**config.mk**
```make
export PLATFORM = sky130hd
export DESIGN_NAME = pwm_multi
export DESIGN_NICKNAME = d
export VERILOG_FILES = /design/src/rtl/pwm_multi.sv
export SDC_FILE = /design/constraint.sdc
export NUM_CORES = 1
export LEC_CHECK = 0
export CAP_MARGIN = 40
export CORE_MARGIN = 2
export CORE_UTILIZATION = 63
export CTS_CLUSTER_DIAMETER = 150
export DETAILED_ROUTE_END_ITERATION = 6
export PLACE_DENSITY_LB_ADDON = 0.25
export SYNTH_ARGS = -nofsm -noshare
export SYNTH_HDL_FRONTEND = slang
export SYNTH_SLANG_ARGS = --single-unit
export TNS_END_PERCENT = 1
```
**constraint.sdc**
```tcl
create_clock -name clk -period 3.9 [get_ports clk]
set_input_delay 0.78 -clock clk [delete_from_list [all_inputs] [get_ports clk]]
set_output_delay 0.78 -clock clk [all_outputs]
set_load 0.01 [all_outputs]
```
**src/rtl/pwm_multi.sv**
```systemverilog
// Multi-channel PWM generator: one shared prescaler and period counter, per-channel
// compare and polarity, edge/centre counting, double-buffered compare and period.
module pwm_multi #(
    parameter int NCH       = 4,
    parameter int CNT_WIDTH = 8,
    parameter int DIV_WIDTH = 8,
    parameter int AW        = 3
) (
    input  logic                 clk,
    input  logic                 reset,
    input  logic                 enable,
    input  logic                 mode,
    input  logic [DIV_WIDTH-1:0] scale,
    input  logic [NCH-1:0]       polarity,
    input  logic                 wr_en,
    input  logic [AW-1:0]        wr_addr,
    input  logic [CNT_WIDTH-1:0] wr_data,
    output logic [NCH-1:0]       pwm_out,
    output logic                 period_tick,
    output logic [CNT_WIDTH-1:0] count,
    output logic                 dir
);

    typedef enum logic {
        MODE_EDGE   = 1'b0,
        MODE_CENTRE = 1'b1
    } mode_e;

    typedef logic [CNT_WIDTH-1:0] cnt_t;

    localparam logic [AW-1:0] PERIOD_ADDR = AW'(NCH);
    localparam cnt_t          CNT_ONE     = cnt_t'(1);

    mode_e mode_sel;

    logic [DIV_WIDTH-1:0] prescale_q, prescale_d;
    cnt_t                 count_q, count_d;
    logic                 dir_q, dir_d;
    cnt_t                 period_act_q, period_act_d;
    cnt_t                 period_sh_q, period_sh_d;
    cnt_t                 match_act_q [NCH];
    cnt_t                 match_act_d [NCH];
    cnt_t                 match_sh_q  [NCH];
    cnt_t                 match_sh_d  [NCH];
    logic [NCH-1:0]       pwm_q, pwm_d;
    logic                 period_tick_q, period_tick_d;

    logic                 tick;
    cnt_t                 cnt_step;
    logic                 dir_step;
    logic                 wrap;

    assign mode_sel = mode_e'(mode);

    // Counter successor for the current mode/direction; only applied on a tick.
    always_comb begin : counter_next
        // NOTE: every signal gets a default before any branch, so no latch is inferred.
        cnt_step = count_q;
        dir_step = 1'b0;
        wrap     = 1'b0;
        if (mode_sel == MODE_EDGE) begin
            if (count_q >= period_act_q) begin
                cnt_step = '0;
                wrap     = 1'b1;
            end else begin
                cnt_step = count_q + CNT_ONE;
            end
        end else if (!dir_q) begin
            if (period_act_q == '0) begin
                cnt_step = '0;
                wrap     = 1'b1;
            end else if (count_q >= period_act_q) begin
                cnt_step = period_act_q - CNT_ONE;
                dir_step = 1'b1;
            end else begin
                cnt_step = count_q + CNT_ONE;
            end
        end else begin
            if (count_q == '0) begin
                cnt_step = CNT_ONE;
                wrap     = 1'b1;
            end else begin
                cnt_step = count_q - CNT_ONE;
                dir_step = 1'b1;
            end
        end
    end

    always_comb begin : next_state
        prescale_d    = prescale_q;
        count_d       = count_q;
        dir_d         = dir_q;
        period_act_d  = period_act_q;
        period_sh_d   = period_sh_q;
        match_act_d   = match_act_q;
        match_sh_d    = match_sh_q;
        pwm_d         = pwm_q;
        period_tick_d = 1'b0;
        tick          = 1'b0;

        if (wr_en) begin
            for (int i = 0; i < NCH; i++) begin
                if (wr_addr == AW'(i)) begin
                    match_sh_d[i] = wr_data;
                end
            end
            if (wr_addr == PERIOD_ADDR) begin
                period_sh_d = wr_data;
            end
        end

        if (!enable) begin
            prescale_d = '0;
            count_d    = '0;
            dir_d      = 1'b0;
            pwm_d      = polarity;
        end else begin
            tick       = (prescale_q == '0);
            prescale_d = tick ? scale : prescale_q - 1'b1;
            if (tick) begin
                for (int i = 0; i < NCH; i++) begin
                    pwm_d[i] = (count_q < match_act_q[i]) ^ polarity[i];
                end
                count_d = cnt_step;
                dir_d   = dir_step;
                // Active load uses the registered shadows, so a same-clock write waits a period.
                if (wrap) begin
                    match_act_d   = match_sh_q;
                    period_act_d  = period_sh_q;
                    period_tick_d = 1'b1;
                end
            end
        end
    end

    always_ff @(posedge clk) begin
        if (reset) begin
            prescale_q    <= '0;
            count_q       <= '0;
            dir_q         <= 1'b0;
            period_act_q  <= '0;
            period_sh_q   <= '0;
            pwm_q         <= '0;
            period_tick_q <= 1'b0;
            // NOTE: shadow and active compare arrays are small flop banks, so they reset with the rest.
            for (int i = 0; i < NCH; i++) begin
                match_act_q[i] <= '0;
                match_sh_q[i]  <= '0;
            end
        end else begin
            // NOTE: non-blocking assignments so every register updates from pre-edge values.
            prescale_q    <= prescale_d;
            count_q       <= count_d;
            dir_q         <= dir_d;
            period_act_q  <= period_act_d;
            period_sh_q   <= period_sh_d;
            pwm_q         <= pwm_d;
            period_tick_q <= period_tick_d;
            match_act_q   <= match_act_d;
            match_sh_q    <= match_sh_d;
        end
    end

    assign pwm_out     = pwm_q;
    assign period_tick = period_tick_q;
    assign count       = count_q;
    assign dir         = dir_q;

endmodule
```
==> results.sh, run 1 <==
export IMPL_status="finished, final reports clean"
export IMPL_synth_fp_nets=684
export IMPL_r2r_end="match_act_q[14]$_SDFFE_PP0P_"
export IMPL_synthAdderAreaFrac=0.100
export IMPL_crit_path_end_kind="register"
export IMPL_die_area_mm2=0.00909
export IMPL_drt_iter0_drc=363
export IMPL_synth_simple_area_share=0.188
export IMPL_critPathArrivalTime_ns=3.26
export IMPL_cts_sinks=102
export IMPL_cts_buffers=9
export IMPL_grt_max_degree=86
export IMPL_maxSlewViolCount=0
export IMPL_skew_ns=0.0111
export IMPL_die_width_um=95.4
export IMPL_min_period_over_period=0.776
export IMPL_crit_family="compound AO/OA/AOI/OAI gates"
export IMPL_synth_edf_count=0
export IMPL_worstHoldPathType="register to register"
export IMPL_fin_nets=716
export IMPL_syn_inst=614
export IMPL_tritoncts="done"
export IMPL_leakagePower_nw=2.23
export IMPL_clk_latency_ns=0.38
export IMPL_finalHoldViolations=0
export IMPL_synth_top_family_by_area="simple AND/OR/NAND/NOR gates"
export IMPL_vias=4375
export IMPL_avgSynthCellArea_um2=8.56
export IMPL_netlist_top_cells_area="dfxtp_1, ha_1, mux2i_1"
export IMPL_p_total_mw=2.45
export IMPL_cts_buffer_depth=2
export IMPL_post_cts_buffers=0
export IMPL_synth_top_area_cell="dfxtp_1"
export IMPL_final_cells=756
export IMPL_io_buffers=41
export IMPL_io_pins=42
export IMPL_ir_drop_mv=0.226
export IMPL_worst_pin_slew_ns=0.838
export IMPL_hpwl_um=8970
export IMPL_final_min_clock_period_ns=3.03
export IMPL_critPathKind="register to register"
export IMPL_drcViolationCount=0
export IMPL_max_freq_mhz=330
export IMPL_place_congestion=0.899
export IMPL_crit_path_start="count[0]$_SDFFE_PP0P_"
export IMPL_diodes=0
export IMPL_antenna_found_initial=0
export IMPL_synthFlopType="dfxtp_1"
export IMPL_drv_cap=0
export IMPL_cts_hold_buf=0
export IMPL_async_flop_share=0
export IMPL_grt_pass1_vias=4166
export IMPL_rows=33
export IMPL_crit_fanout=17
export IMPL_cts_resized=0
export IMPL_synth_compound_gate_area_share=0.141
export IMPL_cp_num_cells=9
export IMPL_slew_headroom=0.441
export IMPL_yosysMostFrequentCell="dfxtp_1"
export IMPL_viasPerCell=5.79
export IMPL_cp_required_ns=4.14
export IMPL_synth_top_area_frac=0.388
export IMPL_cts_root_buf="clkbuf_8"
export IMPL_wl_per_cell_um=16.4
export IMPL_cts_htree_levels=3
export IMPL_yosys_warnings=0
export IMPL_synth_yosys_seq_area_share=0.388
export IMPL_critPathCapture="match_act_q[14]$_SDFFE_PP0P_"
export IMPL_rsz0062_at_grt="false"
export IMPL_drive_gt1_frac=0.0507
export IMPL_synth_seq_cells=102
export IMPL_reg2reg_depth=9
export IMPL_n_fill_cell=627
export IMPL_start_util=0.646
export IMPL_synth_mux_area_frac=0.0952
export IMPL_tns_ns=0
export IMPL_power_density_mw_per_mm2=416
export IMPL_drt_pre_antenna_iters=5
export IMPL_netlist_area_mm2=0.00526
export IMPL_synth_xor_area_share=0.0267
export IMPL_routed_wl_um=12400
export IMPL_core_area_mm2=0.00813
export IMPL_syn_to_final_growth_pct=12.0
export IMPL_synthDistinctLibCells=53
export IMPL_placedCellCount=740
export IMPL_grt_first_pass_wirelength_um=20300
export IMPL_critPathSlowestCell="o2111a_2"
export IMPL_track_usage=0.289
export IMPL_worst_path_buf_inv=2
export IMPL_grt_ovfl_total=0
export IMPL_ant_nets=0
export IMPL_cpPeakStageDelay_ns=0.55
export IMPL_synth_commonest_cells="dfxtp_1, nand2_1, nor2_1"
export IMPL_clk_pin_slew_ns=0.10
export IMPL_post_route_util=0.724
export IMPL_reg2reg_from="count[0]$_SDFFE_PP0P_"
export IMPL_reg2reg_slack_ns=0.87
export IMPL_start_kind="register"
export IMPL_crit_chain="inv_1, ha_1, nand2b_1, a2111oi_0, o31ai_1, o2111a_2, buf_4, mux2i_1, nor2_1"
export IMPL_die_height_um=95.4
export IMPL_setup_viol=0
==> cell families after synthesis <==
group                      Yosys count
DFF                                102
AOI/OAI and AO/OA                  111
adders and majority gates           42
muxes                               50
and+or+nand+nor                    221
buffers and inverters               72
xor gates and xnor gates            16
==> report_power, final <==
part           internal (mW)  switching [mW]
logic                  0.297           0.376
registers               1.08          0.0453
clock network          0.248           0.399
==> flip-flops by register name, summed over array words and instances, names as in the netlist <==
signal	flops
prescale_q	8
period_act_q	8
count	8
match_sh_q	32
dir	1
match_act_q	32
period_tick	1
pwm_out	4
period_sh_q	8
==> layout make-up <==
type                    count  area (µm²)  share of cell area
clock buffers               9         124              0.0210
inverters                  44         165              0.0280
repair buffers             49         465              0.0790
clock inverters             7        67.6              0.0115
well taps                 105         131              0.0223
multi-input cells         440        2890               0.491
flip-flops and latches    102        2040               0.347
==> routing by layer <==
metal / GRT usage / wire (µm) / part of all wire / vias to the layer above
met4: 0.107 / 295 / 0.024 / 0
met3: 0.0451 / 530 / 0.043 / 30
li1: - / - / - / 2176
met1: 0.373 / 5470 / 0.44 / 2052
met5: 0 / 0 / 0 / -
met2: 0.489 / 6110 / 0.49 / 117
==> cell usage in the layout, fill, tap and decap left out, types with 8 or more instances in the layout <==
master and instances:
a21oi_1 47, nand2b_1 13, nor2_1 76, nand3_1 10, clkdlybuf4s50_1 40, o21ai_0 9
nand2_1 86, dfxtp_1 102, xnor2_1 11, mux2i_1 50, clkbuf_8 9, ha_1 42
buf_4 8, inv_1 44
==> worst min path at each step <==
| stage | from | to | slack [ns] | depth (start not counted) |
|---|---|---|---|---|
| floorplan | prescale_q[0]$_SDFF_PP0_ | prescale_q[0]$_SDFF_PP0_ | 0.43 | 1 |
| global placement | match_sh_q[16]$_SDFFE_PP0P_ | match_sh_q[16]$_SDFFE_PP0P_ | 0.44 | 2 |
| detailed placement | match_sh_q[31]$_SDFFE_PP0P_ | match_sh_q[31]$_SDFFE_PP0P_ | 0.45 | 2 |
| CTS | match_sh_q[31]$_SDFFE_PP0P_ | match_sh_q[31]$_SDFFE_PP0P_ | 0.46 | 2 |
| global route | match_sh_q[16]$_SDFFE_PP0P_ | match_sh_q[16]$_SDFFE_PP0P_ | 0.48 | 2 |
| finish | match_sh_q[18]$_SDFFE_PP0P_ | match_sh_q[18]$_SDFFE_PP0P_ | 0.46 | 2 |
==> worst reg2reg max path, cell delays in order (launching register included) <==
cell,delay (ns)
dfxtp_1,0.53
inv_1,0.17
ha_1,0.30
nand2b_1,0.09
a2111oi_0,0.09
o31ai_1,0.45
o2111a_2,0.55
buf_4,0.39
mux2i_1,0.25
nor2_1,0.06
==> stage by stage <==
step | hold WS, ns | setup slack [ns] | area [µm²]
floorplan | 0.429 | 1.38 | 5260
global placement | 0.443 | 1.05 | 5700
detailed placement | 0.449 | 0.914 | 5700
CTS | 0.463 | 0.885 | 5890
global route | 0.482 | 0.613 | 5890
finish | 0.462 | 0.874 | 5890
Power figures use the tool's default switching activity.
==> run 2: changes to the inputs <==
- CORE_UTILIZATION: 63 -> 58
- clock period: 3.9 -> 2.9 ns (I/O delays scaled with it)
==> run 2 against run 1 <==
Die area rose by 8.3%. First-iteration DRC count down 9.4%. Global-route usage is 2.9 points lower. Fmax rose by 19%. Flip-flop and latch count is the same. Clock power rose by 31%. Final cell count up 0.79%. Routed wire length increased by 0.98%. Non-clock buffer count increased by 4. Largest cell class unchanged.
==> results.sh, run 2 (synthesized netlist as in run 1, its figures left out) <==
export IMPL_stdcell_area_mm2=0.00592
export IMPL_drv_cap=0
export IMPL_io_buffers=41
export IMPL_viasPerCell=5.88
export IMPL_grt_ovfl_total=0
export IMPL_rows=34
export IMPL_rsz0062_at_grt="false"
export IMPL_clk_latency_ns=0.37
export IMPL_drt_pre_antenna_iters=6
export IMPL_core_area_mm2=0.00876
export IMPL_clk_pin_slew_ns=0.11
export IMPL_tritoncts="done"
export IMPL_start_kind="register"
export IMPL_track_usage=0.260
export IMPL_syn_to_final_growth_pct=12.7
export IMPL_cts_buffers=9
export IMPL_leakagePower_nw=2.24
export IMPL_post_cts_buffers=0
export IMPL_top_usage_layer="met2"
export IMPL_hpwl_um=8920
export IMPL_min_path_cells=2
export IMPL_antenna_found_initial=0
export IMPL_reg2reg_depth=6
export IMPL_final_cell_mix="dfxtp_1, nand2_1, nor2_1"
export IMPL_cts_htree_levels=3
export IMPL_grt_met2_usage=0.435
export IMPL_timing_final_ws_setup_ns=0.355
export IMPL_io_pins=42
export IMPL_top_regs="match_act_q: 32 flops, match_sh_q: 32 flops"
export IMPL_dp_worst_setup_slack_ns=0.415
export IMPL_finalHoldViolations=0
export IMPL_fin_nets=720
export IMPL_worstHoldPathType="register to register"
export IMPL_cts_resized=0
export IMPL_critPathKind="register to register"
export IMPL_cts_hold_buf=0
export IMPL_cpPeakStageDelay_ns=0.68
export IMPL_drcViolationCount=0
export IMPL_setup_viol=0
export IMPL_final_common_cell="dfxtp_1"
export IMPL_status="finished, final reports clean"
export IMPL_use_met1=0.341
export IMPL_placed_cell_area_mm2=0.00574
export IMPL_die_width_um=99.2
export IMPL_maxSlewViolCount=0
export IMPL_ant_nets=0
export IMPL_power_density_mw_per_mm2=559
export IMPL_grt_max_degree=86
export IMPL_seq_area_mm2=0.00204
export IMPL_drive_gt1_frac=0.0550
export IMPL_multi_input_area_mm2=0.00289
export IMPL_skew_ns=0.0118
export IMPL_wl_per_cell_um=16.4
export IMPL_place_congestion=0.929
export IMPL_die_area_mm2=0.00984
export IMPL_cp_required_ns=3.21
export IMPL_vias=4481
export IMPL_crit_fanout=12
export IMPL_critPathArrivalTime_ns=2.85
export IMPL_tns_ns=0
export IMPL_ir_drop_mv=0.344
export IMPL_routed_wl_um=12500
export IMPL_final_min_clock_period_ns=2.55
export IMPL_cts_buffer_depth=2
export IMPL_hold_ws_ns=0.462
export IMPL_crit_chain="ha_1, a2111oi_0, o31ai_1, nand2b_1, o22ai_1, o221a_2"
export IMPL_crit_path_end_kind="register"
export IMPL_worst_pin_slew_ns=0.857
export IMPL_grtUsageMet3=0.0408
export IMPL_n_fill_cell=733
export IMPL_p_total_mw=3.31
export IMPL_critPathSlowestCell="dfxtp_1"
export IMPL_grt_pass1_vias=4136
export IMPL_die_height_um=99.2
export IMPL_start_util=0.600
export IMPL_diodes=0
export IMPL_drt_iter0_drc=329
export IMPL_cts_root_buf="clkbuf_8"
export IMPL_slew_headroom=0.429
export IMPL_cts_sinks=102
export IMPL_grt_first_pass_wirelength_um=20300
export IMPL_max_freq_mhz=393
export IMPL_min_period_over_period=0.878
## run 2: per-layer routing
| metal | share of wire | vias up | routed length (µm) |
|---|---|---|---|
| li1 | - | 2187 | - |
| met2 | 0.48 | 148 | 6000 |
| met3 | 0.051 | 31 | 637 |
| met4 | 0.025 | 0 | 316 |
| met1 | 0.44 | 2115 | 5570 |
| met5 | 0 | - | 0 |
## run 2: cell type report
class | instances | area share
inverter | 44 | 0.0279
multi-input combinational | 440 | 0.489
sequential | 102 | 0.345
clock buffer | 9 | 0.0209
clock inverter | 6 | 0.00929
timing repair buffer | 53 | 0.0858
tap | 108 | 0.0228
## run 2: final timing paths
| check | startpoint | endpoint | slack [ns] |
|---|---|---|---|
| setup / recovery | count[1]$_SDFFE_PP0P_ | count[7]$_SDFFE_PP0P_ | 0.35 |
| hold / removal | match_sh_q[1]$_SDFFE_PP0P_ | match_sh_q[1]$_SDFFE_PP0P_ | 0.46 |
| setup reg to reg | count[1]$_SDFFE_PP0P_ | count[7]$_SDFFE_PP0P_ | 0.35 |
| hold reg to reg | match_sh_q[1]$_SDFFE_PP0P_ | match_sh_q[1]$_SDFFE_PP0P_ | 0.46 |
## run 2: where the power goes
group | internal, mW | total (mW) | switching, mW
logic | 0.418 | 0.954 | 0.536
registers | 1.46 | 1.51 | 0.0496
clock network | 0.324 | 0.850 | 0.525
## run 2: critical path, delay by kind of cell, from the launching register on
kind                     cells  cell delay, ns
adder cells (fa/ha/maj)      1            0.33
AND/OR/NAND/NOR              1            0.39
flip-flops                   1            0.68
AO/OA/AOI/OAI                4            1.09
## run 2: through the flow
stage,std cells,util
2_1_floorplan,614,-
3_3_place_gp,747,0.655
3_5_place_dp,747,0.655
4_1_cts,762,0.676
5_1_grt,762,0.676
6_report,762,0.676
